==> config.mk <==
export PLATFORM = sky130hd
export DESIGN_NAME = pwl_act_pipe_flat
export DESIGN_NICKNAME = d
export VERILOG_FILES = /design/src/rtl/pwl_act_pkg.sv /design/src/rtl/pwl_act_pipe_if.sv /design/src/rtl/pwl_act_lane.sv /design/src/rtl/pwl_act_pipe.sv /design/src/flat_wrapper.sv
export SDC_FILE = /design/constraint.sdc
export NUM_CORES = 2
export LEC_CHECK = 0
export ABC_AREA = 1
export CAP_MARGIN = 10
export CORE_AREA = 2 2 390 392
export CTS_BUF_LIST = sky130_fd_sc_hd__clkbuf_4
export CTS_CLUSTER_SIZE = 25
export DETAILED_ROUTE_END_ITERATION = 10
export DIE_AREA = 0 0 392 394
export GPL_TIMING_DRIVEN = 0
export PLACE_DENSITY = 0.7
export SLEW_MARGIN = 20
export SYNTH_ARGS = -nofsm -noshare
export SYNTH_HDL_FRONTEND = slang
export SYNTH_HIERARCHICAL = 1
export SYNTH_SLANG_ARGS = --single-unit
export TNS_END_PERCENT = 10
==> constraint.sdc <==
create_clock -name clk -period 9.36 [get_ports clk]
set_clock_uncertainty 0.15 [all_clocks]
set_input_delay 0.936 -clock clk [delete_from_list [all_inputs] [get_ports clk]]
set_output_delay 0.936 -clock clk [all_outputs]
set_load 0.01 [all_outputs]
==> src/rtl/pwl_act_pkg.sv <==
// rtl/pwl_act_pkg.sv - shared constants and default PWL coefficient tables for pwl_act_pipe
package pwl_act_pkg;

  localparam int DEF_WIDTH   = 16;
  localparam int DEF_FP      = 12;
  localparam int DEF_SEGS    = 8;
  localparam int DEF_BP_STEP = 6144;
  localparam int DEF_LANES   = 4;
  localparam int DEF_TAGW    = 4;

  localparam logic MODE_SIGMOID = 1'b0;
  localparam logic MODE_TANH    = 1'b1;

  localparam int ONE = 1 << DEF_FP;

  // Coefficient address layout: {mode, seg, is_icpt}
  localparam int DEF_SEGW   = (DEF_SEGS / 2 > 1) ? $clog2(DEF_SEGS / 2) : 1;
  localparam int COEF_ADDRW = DEF_SEGW + 2;

  function automatic int def_coef(input logic mode, input int seg, input logic is_icpt);
    case ({mode, is_icpt})
      2'b00: case (seg) 0: return 867;  1: return 369;  2: return 99;   3: return 23;   default: return 0; endcase
      2'b01: case (seg) 0: return 2048; 1: return 2796; 2: return 3603; 3: return 3946; default: return 0; endcase
      2'b10: case (seg) 0: return 2472; 1: return 246;  2: return 13;   3: return 1;    default: return 0; endcase
      default: case (seg) 0: return 0;  1: return 3339; 2: return 4037; 3: return 4094; default: return 0; endcase
    endcase
  endfunction

endpackage

==> src/rtl/pwl_act_pipe_if.sv <==
// rtl/pwl_act_pipe_if.sv - beat handshake bundle for pwl_act_pipe
// Coefficient write signals exist only when PWL_COEF_LOAD_EN is defined.
interface pwl_act_pipe_if
  import pwl_act_pkg::*;
#(
  parameter int WIDTH = DEF_WIDTH,
  parameter int LANES = DEF_LANES,
  parameter int TAGW  = DEF_TAGW
);

  logic                   in_valid;
  logic                   in_ready;
  logic                   in_mode;
  logic [TAGW-1:0]        in_tag;
  logic [LANES*WIDTH-1:0] in_x;
  logic                   out_valid;
  logic                   out_ready;
  logic [TAGW-1:0]        out_tag;
  logic [LANES*WIDTH-1:0] out_y;

`ifdef PWL_COEF_LOAD_EN
  logic                  coef_we;
  logic [COEF_ADDRW-1:0] coef_addr;
  logic [WIDTH-1:0]      coef_wdata;
  logic                  coef_ack;

  modport master (
    output in_valid, in_mode, in_tag, in_x, out_ready, coef_we, coef_addr, coef_wdata,
    input  in_ready, out_valid, out_tag, out_y, coef_ack
  );
  modport slave (
    input  in_valid, in_mode, in_tag, in_x, out_ready, coef_we, coef_addr, coef_wdata,
    output in_ready, out_valid, out_tag, out_y, coef_ack
  );
`else
  modport master (
    output in_valid, in_mode, in_tag, in_x, out_ready,
    input  in_ready, out_valid, out_tag, out_y
  );
  modport slave (
    input  in_valid, in_mode, in_tag, in_x, out_ready,
    output in_ready, out_valid, out_tag, out_y
  );
`endif

endinterface

==> src/rtl/pwl_act_lane.sv <==
// rtl/pwl_act_lane.sv - one lane of the PWL activation datapath
// Fold to |x|, segment slope multiply, intercept add, symmetry restore and clamp.
module pwl_act_lane
  import pwl_act_pkg::*;
#(
  parameter int WIDTH   = DEF_WIDTH,
  parameter int FP      = DEF_FP,
  parameter int SEGS    = DEF_SEGS,
  parameter int BP_STEP = DEF_BP_STEP
) (
  input  logic                    clk,
  input  logic                    rst,
  input  logic                    i_en,
  input  logic signed [WIDTH-1:0] i_x,
  input  logic                    i_mode1,
  input  logic                    i_mode2,
  input  logic                    i_mode3,
  input  logic [SEGS*WIDTH-1:0]   i_slope,
  input  logic [SEGS*WIDTH-1:0]   i_icpt,
  output logic signed [WIDTH-1:0] o_y
);

  localparam int HALF = SEGS / 2;
  localparam int SEGW = (HALF > 1) ? $clog2(HALF) : 1;
  localparam int PW   = 2 * WIDTH;
  localparam int XMAX = BP_STEP * HALF;
  localparam logic [WIDTH-1:0]     MIN_X  = {1'b1, {(WIDTH-1){1'b0}}};
  localparam logic [WIDTH-1:0]     MAX_A  = {1'b0, {(WIDTH-1){1'b1}}};
  localparam logic signed [PW-1:0] ONE_P  = PW'(1 << FP);
  localparam logic signed [PW-1:0] NONE_P = -ONE_P;

  logic [WIDTH-1:0]         w_a;
  logic                     w_neg;
  logic                     w_sat;
  logic [SEGW-1:0]          w_seg;
  logic signed [WIDTH-1:0]  w_slope;
  logic signed [WIDTH-1:0]  w_icpt;
  logic signed [PW-1:0]     w_p;
  logic signed [PW-1:0]     w_f;
  logic signed [PW-1:0]     w_y;

  logic [WIDTH-1:0]         r1_a;
  logic                     r1_neg;
  logic                     r1_sat;
  logic [SEGW-1:0]          r1_seg;
  logic signed [PW-1:0]     r2_p;
  logic                     r2_neg;
  logic                     r2_sat;
  logic [SEGW-1:0]          r2_seg;
  logic signed [PW-1:0]     r3_f;
  logic                     r3_neg;
  logic signed [WIDTH-1:0]  r4_y;

  // Most-negative input has no positive twin, so it saturates to the largest magnitude.
  always_comb begin
    w_neg = i_x[WIDTH-1];
    if (i_x == MIN_X)
      w_a = MAX_A;
    else if (w_neg)
      w_a = ~i_x + WIDTH'(1);
    else
      w_a = i_x;
    w_sat = (32'(w_a) >= 32'(XMAX));
    w_seg = '0;
    for (int k = 1; k < HALF; k++) begin
      if (32'(w_a) >= 32'(k * BP_STEP))
        w_seg = SEGW'(k);
    end
  end

  always_comb begin
    w_slope = i_slope[(int'(i_mode1) * HALF + int'(r1_seg)) * WIDTH +: WIDTH];
    w_p     = PW'($signed(r1_a)) * PW'(w_slope);
  end

  always_comb begin
    w_icpt = i_icpt[(int'(i_mode2) * HALF + int'(r2_seg)) * WIDTH +: WIDTH];
    w_f    = r2_sat ? ONE_P : (r2_p >>> FP) + PW'(w_icpt);
  end

  always_comb begin
    if (!r3_neg)
      w_y = r3_f;
    else if (i_mode3 == MODE_SIGMOID)
      w_y = ONE_P - r3_f;
    else
      w_y = -r3_f;
    if (w_y > ONE_P)
      w_y = ONE_P;
    else if (w_y < NONE_P)
      w_y = NONE_P;
  end

  always_ff @(posedge clk or posedge rst) begin
    if (rst) begin
      r1_a   <= '0;
      r1_neg <= 1'b0;
      r1_sat <= 1'b0;
      r1_seg <= '0;
      r2_p   <= '0;
      r2_neg <= 1'b0;
      r2_sat <= 1'b0;
      r2_seg <= '0;
      r3_f   <= '0;
      r3_neg <= 1'b0;
      r4_y   <= '0;
    end else if (i_en) begin
      r1_a   <= w_a;
      r1_neg <= w_neg;
      r1_sat <= w_sat;
      r1_seg <= w_seg;
      r2_p   <= w_p;
      r2_neg <= r1_neg;
      r2_sat <= r1_sat;
      r2_seg <= r1_seg;
      r3_f   <= w_f;
      r3_neg <= r2_neg;
      r4_y   <= WIDTH'(w_y);
    end
  end

  assign o_y = r4_y;

endmodule

==> src/rtl/pwl_act_pipe.sv <==
// rtl/pwl_act_pipe.sv - multi-lane PWL sigmoid/tanh pipeline with valid/ready flow control
// Optional runtime coefficient registers under PWL_COEF_LOAD_EN.
module pwl_act_pipe
  import pwl_act_pkg::*;
#(
  parameter int WIDTH   = DEF_WIDTH,
  parameter int FP      = DEF_FP,
  parameter int SEGS    = DEF_SEGS,
  parameter int BP_STEP = DEF_BP_STEP,
  parameter int LANES   = DEF_LANES,
  parameter int TAGW    = DEF_TAGW
) (
  input  logic          clk,
  input  logic          rst,
  pwl_act_pipe_if.slave bus
);

  localparam int HALF = SEGS / 2;
  localparam int SEGW = (HALF > 1) ? $clog2(HALF) : 1;

  logic                   w_en;
  logic [SEGS*WIDTH-1:0]  w_slope_tbl;
  logic [SEGS*WIDTH-1:0]  w_icpt_tbl;
  logic [LANES*WIDTH-1:0] w_y;

  logic                   r_v0, r_v1, r_v2, r_v3, r_out_valid;
  logic                   r_mode0, r_mode1, r_mode2, r_mode3;
  logic [TAGW-1:0]        r_tag0, r_tag1, r_tag2, r_tag3, r_out_tag;
  logic [LANES*WIDTH-1:0] r_x0;

  assign w_en          = !r_out_valid || bus.out_ready;
  assign bus.in_ready  = w_en;
  assign bus.out_valid = r_out_valid;
  assign bus.out_tag   = r_out_tag;
  assign bus.out_y     = w_y;

  // Capture stage ahead of S1 gives accept-to-output latency of four edges.
  always_ff @(posedge clk or posedge rst) begin
    if (rst) begin
      r_v0        <= 1'b0;
      r_v1        <= 1'b0;
      r_v2        <= 1'b0;
      r_v3        <= 1'b0;
      r_out_valid <= 1'b0;
      r_mode0     <= MODE_SIGMOID;
      r_mode1     <= MODE_SIGMOID;
      r_mode2     <= MODE_SIGMOID;
      r_mode3     <= MODE_SIGMOID;
      r_tag0      <= '0;
      r_tag1      <= '0;
      r_tag2      <= '0;
      r_tag3      <= '0;
      r_out_tag   <= '0;
      r_x0        <= '0;
    end else if (w_en) begin
      r_v0        <= bus.in_valid;
      r_v1        <= r_v0;
      r_v2        <= r_v1;
      r_v3        <= r_v2;
      r_out_valid <= r_v3;
      r_mode0     <= bus.in_mode;
      r_mode1     <= r_mode0;
      r_mode2     <= r_mode1;
      r_mode3     <= r_mode2;
      r_tag0      <= bus.in_tag;
      r_tag1      <= r_tag0;
      r_tag2      <= r_tag1;
      r_tag3      <= r_tag2;
      r_out_tag   <= r_tag3;
      r_x0        <= bus.in_x;
    end
  end

`ifdef PWL_COEF_LOAD_EN
  logic [WIDTH-1:0] r_slope [SEGS];
  logic [WIDTH-1:0] r_icpt  [SEGS];
  logic             r_coef_ack;
  logic             w_idle;
  logic             w_coef_wr;
  logic [SEGW:0]    w_cidx;

  // Writes are only safe when no beat could observe a half-updated table.
  assign w_idle    = !(r_v0 || r_v1 || r_v2 || r_v3 || r_out_valid || bus.in_valid);
  assign w_coef_wr = bus.coef_we && w_idle;
  assign w_cidx    = bus.coef_addr[SEGW+1:1];
  assign bus.coef_ack = r_coef_ack;

  always_ff @(posedge clk or posedge rst) begin
    if (rst) begin
      r_coef_ack <= 1'b0;
      for (int i = 0; i < SEGS; i++) begin
        r_slope[i] <= WIDTH'(def_coef(i >= HALF, i % HALF, 1'b0));
        r_icpt[i]  <= WIDTH'(def_coef(i >= HALF, i % HALF, 1'b1));
      end
    end else begin
      r_coef_ack <= w_coef_wr;
      if (w_coef_wr) begin
        if (bus.coef_addr[0])
          r_icpt[w_cidx] <= bus.coef_wdata;
        else
          r_slope[w_cidx] <= bus.coef_wdata;
      end
    end
  end

  always_comb begin
    w_slope_tbl = '0;
    w_icpt_tbl  = '0;
    for (int i = 0; i < SEGS; i++) begin
      w_slope_tbl[i*WIDTH +: WIDTH] = r_slope[i];
      w_icpt_tbl[i*WIDTH +: WIDTH]  = r_icpt[i];
    end
  end
`else
  always_comb begin
    w_slope_tbl = '0;
    w_icpt_tbl  = '0;
    for (int i = 0; i < SEGS; i++) begin
      w_slope_tbl[i*WIDTH +: WIDTH] = WIDTH'(def_coef(i >= HALF, i % HALF, 1'b0));
      w_icpt_tbl[i*WIDTH +: WIDTH]  = WIDTH'(def_coef(i >= HALF, i % HALF, 1'b1));
    end
  end
`endif

  for (genvar k = 0; k < LANES; k++) begin : g_lane
    pwl_act_lane #(
      .WIDTH   (WIDTH),
      .FP      (FP),
      .SEGS    (SEGS),
      .BP_STEP (BP_STEP)
    ) u_lane (
      .clk     (clk),
      .rst     (rst),
      .i_en    (w_en),
      .i_x     (r_x0[k*WIDTH +: WIDTH]),
      .i_mode1 (r_mode1),
      .i_mode2 (r_mode2),
      .i_mode3 (r_mode3),
      .i_slope (w_slope_tbl),
      .i_icpt  (w_icpt_tbl),
      .o_y     (w_y[k*WIDTH +: WIDTH])
    );
  end

endmodule

==> src/flat_wrapper.sv <==
// flat-port wrapper written by rule: the top's interface ports become plain ports
module pwl_act_pipe_flat import pwl_act_pkg::*;
#(
  parameter int WIDTH   = DEF_WIDTH,
  parameter int FP      = DEF_FP,
  parameter int SEGS    = DEF_SEGS,
  parameter int BP_STEP = DEF_BP_STEP,
  parameter int LANES   = DEF_LANES,
  parameter int TAGW    = DEF_TAGW
)
  (clk, rst, bus_in_valid, bus_in_mode, bus_in_tag, bus_in_x, bus_out_ready, bus_in_ready, bus_out_valid, bus_out_tag, bus_out_y);
  pwl_act_pipe_if #(.WIDTH(WIDTH), .LANES(LANES), .TAGW(TAGW)) bus_i ();
  input  logic clk;
  input  logic rst;
  input wire logic [$bits(bus_i.in_valid)-1:0] bus_in_valid;
  input wire logic [$bits(bus_i.in_mode)-1:0] bus_in_mode;
  input wire logic [$bits(bus_i.in_tag)-1:0] bus_in_tag;
  input wire logic [$bits(bus_i.in_x)-1:0] bus_in_x;
  input wire logic [$bits(bus_i.out_ready)-1:0] bus_out_ready;
  output wire logic [$bits(bus_i.in_ready)-1:0] bus_in_ready;
  output wire logic [$bits(bus_i.out_valid)-1:0] bus_out_valid;
  output wire logic [$bits(bus_i.out_tag)-1:0] bus_out_tag;
  output wire logic [$bits(bus_i.out_y)-1:0] bus_out_y;
  assign bus_i.in_valid = bus_in_valid;
  assign bus_i.in_mode = bus_in_mode;
  assign bus_i.in_tag = bus_in_tag;
  assign bus_i.in_x = bus_in_x;
  assign bus_i.out_ready = bus_out_ready;
  assign bus_in_ready = bus_i.in_ready;
  assign bus_out_valid = bus_i.out_valid;
  assign bus_out_tag = bus_i.out_tag;
  assign bus_out_y = bus_i.out_y;
  pwl_act_pipe #(.WIDTH(WIDTH), .FP(FP), .SEGS(SEGS), .BP_STEP(BP_STEP), .LANES(LANES), .TAGW(TAGW)) u_core (.clk(clk), .rst(rst), .bus(bus_i));
endmodule
; Yosys cells after proc, flatten, opt, wreduce, memory -nomap -nowiden
; Index checks and enable logic that the tools add are counted.
[word_totals]
latch_bits = 0
mem_bits_rw = 0
inputBits = 73
mem_bits_ro = 0
mem_count = 0
wordCells = 169
register_bits = 513
output_inout_bits = 70
[op_classes]
order_cmp = 24
multipliers = 4
bitwise = 4
reduce_logical = 2
shift = 8
n_div = 0
n_eq_ne = 4
addsub = 24
mux = 40
[op_table]
columns = cell, n
row1 = 128-bit by 9-bit indexed part select with 16-bit output (first input constant), 8
row2 = 32-bit 2-to-1 mux, 12
row3 = 16-bit 2-to-1 mux, 16
row4 = 16-bit by 15-bit >= comparator with 1-bit output (second input constant), 8
row5 = 32-bit by 14-bit > comparator with 1-bit output (second input constant), 4
row6 = 32-bit by 13-bit less-than comparator with 1-bit output (second input constant), 4
row7 = 16-bit by 16-bit multiplier with 32-bit output, 4
row8 = 32-bit negation, 4
row9 = 14-bit by 32-bit subtractor with 32-bit output (first input constant), 4
row10 = 20-bit by 16-bit adder with 21-bit output, 4
row11 = 16-bit by 2-bit adder with 16-bit output (second input constant), 4
row12 = 16-bit == test (second input constant), 4
row13 = 16-bit by 13-bit >= comparator with 1-bit output (second input constant), 4
row14 = 16-bit by 14-bit >= comparator with 1-bit output (second input constant), 4
row15 = 16-bit inverter, 4
row16 = 3-bit by 2-bit adder with 4-bit output, 8
row17 = 2-bit 2-to-1 mux, 8
row18 = 1-bit 2-to-1 mux, 4
row19 = 1-bit logical NOT, 1
row20 = 1-bit logical OR, 1

; Logic depth before layout (Yosys ltp)
[depth]
depth_word = 8
mapped_depth = 35
mapped_depth_nobuf = 32

; Modules after synthesis
; Netlist, hierarchy kept.
[modules_own_cells]
columns = mod, n_inst, seq_area_each_um2, cells_each, area_each_um2
row1 = pwl_act_lane (u_core.g_lane[0].u_lane), 1, 2052.0, 2497, 17548.1
row2 = pwl_act_lane (u_core.g_lane[1].u_lane), 1, 2052.0, 2471, 17490.5
row3 = pwl_act_lane (u_core.g_lane[2].u_lane), 1, 2052.0, 2461, 17389.2
row4 = pwl_act_lane (u_core.g_lane[3].u_lane), 1, 2052.0, 2368, 17197.7
row5 = pwl_act_pipe, 1, 2327.2, 406, 3696.0

; Least setup slack after synthesis
; No wires, ideal clock.
[synth_timing]
path_type = flip-flop to flip-flop
from = register u_core.g_lane[1].u_lane.r1_seg[0]
to = register u_core.g_lane[1].u_lane.r2_p[31]
setup_time_ns = 0.118
path_buffers = 2
path_slack_ns = 2.593
t_arrival_ns = 6.500
t_required_ns = 9.092
period_less_slack_ns = 6.767
stages_incl_launch_ff = 29
cell_sequence = dfrtp_1 -> inv_2 -> clkbuf_1 -> clkbuf_1 -> nor2_1 -> o221ai_1 -> nand2_1 -> nor2_1 -> fa_1 -> inv_1 -> fa_1 -> inv_1 -> fa_1 -> fa_1 -> fa_1 -> inv_1 -> fa_1 -> inv_1 -> ha_1 -> a21oi_1 -> inv_1 -> a31oi_1 -> o21ai_0 -> a31oi_1 -> nand2_1 -> nand2_1 -> nand3_1 -> nand3_1 -> nand2_1
[synth_between]
elab_chain_cells = 3
[synth_rtl]
columns = element, line_no
row1 = from (decl), pwl_act_lane.sv:45  ; logic [SEGW-1:0] r1_seg;
row2 = from (signal assigned), pwl_act_lane.sv:111  ; r1_seg <= w_seg;
row3 = 3-bit by 2-bit adder with 4-bit output, pwl_act_lane.sv:72  ; w_slope = i_slope[(int'(i_mode1) * HALF + int'(r1_seg)) * WIDTH +: WIDTH];
row4 = 128-bit by 9-bit indexed part select with 16-bit output, pwl_act_lane.sv:72
row5 = 16-bit by 16-bit multiplier with 32-bit output, pwl_act_lane.sv:73  ; w_p = PW'($signed(r1_a)) * PW'(w_slope);
row6 = to (signal assigned), pwl_act_lane.sv:112  ; r2_p <= w_p;
row7 = to (decl), pwl_act_lane.sv:46  ; logic signed [PW-1:0] r2_p;
; Every way passes these cells.
; A chain may end at the register's enable or synchronous reset.

; Worst setup path in the final report
[layout_timing]
from = register u_core.r_mode1
to = register u_core.g_lane[0].u_lane.r2_p[31]
[layout_between]
elab_chain_cells = 3
[layout_rtl]
columns = element, line_no
row1 = from (decl), pwl_act_pipe.sv:27  ; logic r_mode0, r_mode1, r_mode2, r_mode3;
row2 = from (signal assigned), pwl_act_pipe.sv:62  ; r_mode1 <= r_mode0;
row3 = 3-bit by 2-bit adder with 4-bit output, pwl_act_lane.sv:72
row4 = 128-bit by 9-bit indexed part select with 16-bit output, pwl_act_lane.sv:72
row5 = 16-bit by 16-bit multiplier with 32-bit output, pwl_act_lane.sv:73
row6 = to (signal assigned), pwl_act_lane.sv:112
row7 = to (decl), pwl_act_lane.sv:46
; Every way passes these cells.

==> impl_metrics.csv <==
group,metric,value,unit
synthesis,synth-simple-area-share,23.9,%
cts,cts-root-buf,"clkbuf_4",
global_routing,grt-ovfl-total,0,
worst_setup_path,cpMostUsedCell,"fa_1",
sta,rsz0062_at_grt,"no",
global_routing,grt_use_total,31.0,%
sta,finalCriticalPeriod,8.51,ns
place,place_congestion,0.996,
die,die_x,392,um
cts,ctsHtreeMaxLevel,4,
layout,fin_nets,13031,
cts,cts_made_buffers,130,
worst_setup_path,end_kind,"flop",
layout,multi_input_area,57800,um^2
cts,clk_path_buf_depth,3,
synthesis,synth_edf_count,0,
outcome,outcome,"finished, final reports clean",
drt,ant_nets,0,
synthesis,syn_area_per_cell,7.19,um^2
sta,fmax,118,MHz
synthesis,synthTopCellsByArea,"fa_1 (29%), dfrtp_1 (14%), nand2_1 (10%)",
synthesis,yosys.area_share.xor_xnor,1.71,%
cts,clkSinkCount,421,
global_routing,grt_max_degree,59,
sta,finalSetupTns,0,ns
drt,wire_per_inst,17.1,um
synthesis,async_reset_ff_share,100,%
cts,ctsResizeCount,0,
synthesis,ys_types,64,
die,die_y,394,um
drt,vias_per_cell,5.13,
worst_setup_path,slowest_stage,"fa_1",
worst_setup_path,cpPeakStageDelay,0.70,ns
die,boundaryPins,143,
die,start_util,48.7,%
synthesis,synth_top_family_by_area,"adder cells",
die,core,151000,um^2
die,die-area,154000,um^2
sta,hold_viol_final,0,
worst_setup_path,worstPathMaxFanout,10,
worst_setup_path,worstSetupStartpointType,"flop",
drt,drt_pre_antenna_iters,8,
sta,tightest_slew,1.15,ns
die,num_rows,143,
synthesis,synth-compound-area-share,12.5,%
synthesis,ys_ff_latch,421,
worst_setup_path,crit_arrival,9.35,ns
cts,clk_latency,1.14,ns
cts,post_cts_buffers,0,
layout,drive_gt1_share,4.20,%
run,drv_cap,0,
synthesis,synthesis.area,73300,um^2
global_routing,grt_pass1_wl,378000,um
drt,drt-total-wl,233000,um
layout,nFillCells,14811,
cts,holdBufCountCts,0,
cts,clk_pin_slew_worst_paths,0.06,ns
layout,area_delta_synth_final,13.1,%
synthesis,yosys_warnings,6,
cts,cts_tree,"built",
sta,fin_crit_sh,90.9,%
synthesis,netlist_instances,10203,
synthesis,synth_top_area_share,28.6,%
global_routing,antenna_found_initial,5,
drt,vias,69939,
synthesis,synthAdderAreaFrac,35.5,%
synthesis,synth_seq_area_share,14.4,%
place,port_buffers,142,
layout,ff_latch_area,10500,um^2
sta,finalSetupViolations,0,
drt,drt_iter0_drc,5158,
synthesis,synth.largest_area_cell,"fa_1",
worst_setup_path,required,10.19,ns
worst_setup_path,cp_cell_sequence,"clkbuf_1, inv_1, clkbuf_1, o221ai_1, nand2_1, nor2_1, fa_1, inv_1, fa_1, inv_1, fa_1, fa_1, fa_1, inv_1, fa_1, inv_1, ha_1, a21oi_1, o21a_1, nor2_1, a2111oi_0, nand3b_1, nand3_1, nand2_1",
sta,slew_viol_final,0,
hold_path,hold_path_class,"primary input to flop",
synthesis,synth_flop_cell,"dfrtp_1",
global_routing,grt_pass1_vias,71016,
synthesis,yosys-mux-area-fraction,0,%
worst_setup_path,crit_type,"flop to flop",
drt,drc,0,
sta,relSlewSlack,23.3,%
place,dp_hpwl,191000,um
critical path: cells and delay by family, from the launching register on:
kind	cells	cell delay (ns)
AOI/OAI and AO/OA	4	1.36
buffers and inverters	7	1.50
adders and majority gates	7	3.76
and+or+nand+nor	6	0.96
DFF	1	0.62
synth_stat cells, types with 7 or more instances:
library cell	n
nor4_1	11
buf_6	8
a31oi_1	120
nand3_2	26
a22oi_1	39
nand2_1	1971
ha_1	405
nor3_1	59
a21o_1	10
buf_2	67
o21ai_0	787
nor2_1	1677
o21a_1	28
buf_1	44
and2_1	8
or2_2	8
a21oi_2	10
nand2_2	28
nor2_2	38
nand4_1	44
o21bai_1	7
fa_1	1048
inv_1	1804
a21oi_1	297
o221a_2	7
buf_4	23
nor2_4	13
o21ai_1	34
o22ai_1	88
o221ai_1	113
o31ai_1	15
nand3b_1	14
xnor2_1	56
clkbuf_1	270
nand3_1	392
dfrtp_1	421
inv_2	30
xor2_1	87
clkinv_1	32
o211ai_1	11
per-layer routing:
| layer | routed length (um) | up-vias | GRT usage, % |
|---|---|---|---|
| met2 | 107000 | 2516 | 49.7 |
| met3 | 17800 | 513 | 5.22 |
| li1 | - | 33396 | - |
| met4 | 11500 | 2 | 14.2 |
| met5 | 13 | - | 0 |
| met1 | 96300 | 33512 | 40.9 |
registers in the layout, indices dropped and copies added, names as in the netlist, 4 cells and up:
| name | cells |
|---|---|
| u_core/g_lane.u_lane/r1_sat | 4 |
| u_core/g_lane.u_lane/r1_neg | 4 |
| u_core/r_tag1 | 4 |
| u_core/g_lane.u_lane/r1_a | 64 |
| u_core/g_lane.u_lane/o_y | 64 |
| u_core/bus.out_tag | 4 |
| u_core/g_lane.u_lane/r3_f | 84 |
| u_core/g_lane.u_lane/r1_seg | 8 |
| u_core/r_tag2 | 4 |
| u_core/r_tag0 | 4 |
| u_core/g_lane.u_lane/r2_neg | 4 |
| u_core/g_lane.u_lane/r2_seg | 8 |
| u_core/g_lane.u_lane/r2_p | 80 |
| u_core/r_tag3 | 4 |
| u_core/r_x0 | 64 |
| u_core/g_lane.u_lane/r2_sat | 4 |
| u_core/g_lane.u_lane/r3_neg | 4 |
cells in the final DEF (no fill, tap or decap), types with 10 or more instances in the layout:
cell type / count
nor2_2: 38
a21oi_2: 10
nor2_1: 1677
o21a_1: 28
diode_2: 14
nand2_2: 28
inv_1: 1799
clkdlybuf4s50_1: 142
xor2_1: 87
a21o_1: 10
o21ai_1: 34
clkinv_1: 62
clkbuf_4: 161
o221ai_1: 113
buf_2: 67
nand3_1: 392
o22ai_1: 88
fa_1: 1048
nor3_1: 59
o211ai_1: 11
o21ai_0: 787
clkinv_2: 12
nand3b_1: 14
conb_1: 1024
buf_1: 44
xnor2_1: 56
a22oi_1: 39
nor4_1: 11
nand2_1: 1971
dfrtp_1: 420
nand3_2: 26
ha_1: 405
a31oi_1: 120
nor2_4: 13
nand4_1: 44
o31ai_1: 15
a21oi_1: 297
clkbuf_1: 270
buf_4: 23
inv_2: 31
path summary, 6_finish.rpt:
path / start / endpoint / slack (ns) / depth (start not counted)
setup / recovery: u_core/r_mode1 / u_core/g_lane[0].u_lane/r2_p[31] / 0.85 / 24
hold / removal: bus_in_x[1] / u_core/r_x0[1] / 0.23 / 3
setup reg to reg: u_core/r_mode1 / u_core/g_lane[0].u_lane/r2_p[31] / 0.85 / 24
hold reg to reg: u_core/r_v1 / u_core/r_v2 / 0.27 / 2
max in group asynchronous: rst / u_core/g_lane[1].u_lane/r1_a[12] / 7.37 / 3
min in group asynchronous: rst / u_core/g_lane[3].u_lane/r1_a[11] / 0.89 / 2
per-stage QoR:
step                      hold WS, ns  instances  util, %  area [um^2]  worst slack, ns
after CTS                       0.112      13623     55.0        82900            0.836
final                           0.226      13637     55.1        83000            0.849
after global placement          0.300      13397     53.8        81100            0.986
after detailed placement        0.306      13403     54.0        81300            0.881
after global routing            0.141      13633     55.1        82900            0.353
after floorplan                 0.285      11225        -        77200             2.59
cell type report:
cell class	instances	share of cell area, %
Multi-Input combinational cell	8524	69.7
Sequential cell	421	12.7
Inverter	1867	8.47
Tap cell	2030	3.06
Buffer	413	2.16
Timing Repair Buffer	148	1.89
Clock buffer	161	1.46
Clock inverter	59	0.517
Antenna cell	14	0.0422
cells by family (layout without fill, tap and decap cells):
| kind of cell | Yosys count | in the layout |
|---|---|---|
| XOR/XNOR | 143 | 143 |
| other | 2 | 1038 |
| flip-flops | 421 | 421 |
| adder cells (fa/ha/maj) | 1453 | 1453 |
| AND/OR/NAND/NOR | 4308 | 4308 |
| AO/OA/AOI/OAI | 1596 | 1596 |
| buffers and inverters | 2280 | 2648 |
Power is not shown: default switching activity piles up to over one toggle a cycle in this logic, so the estimate is an artifact.
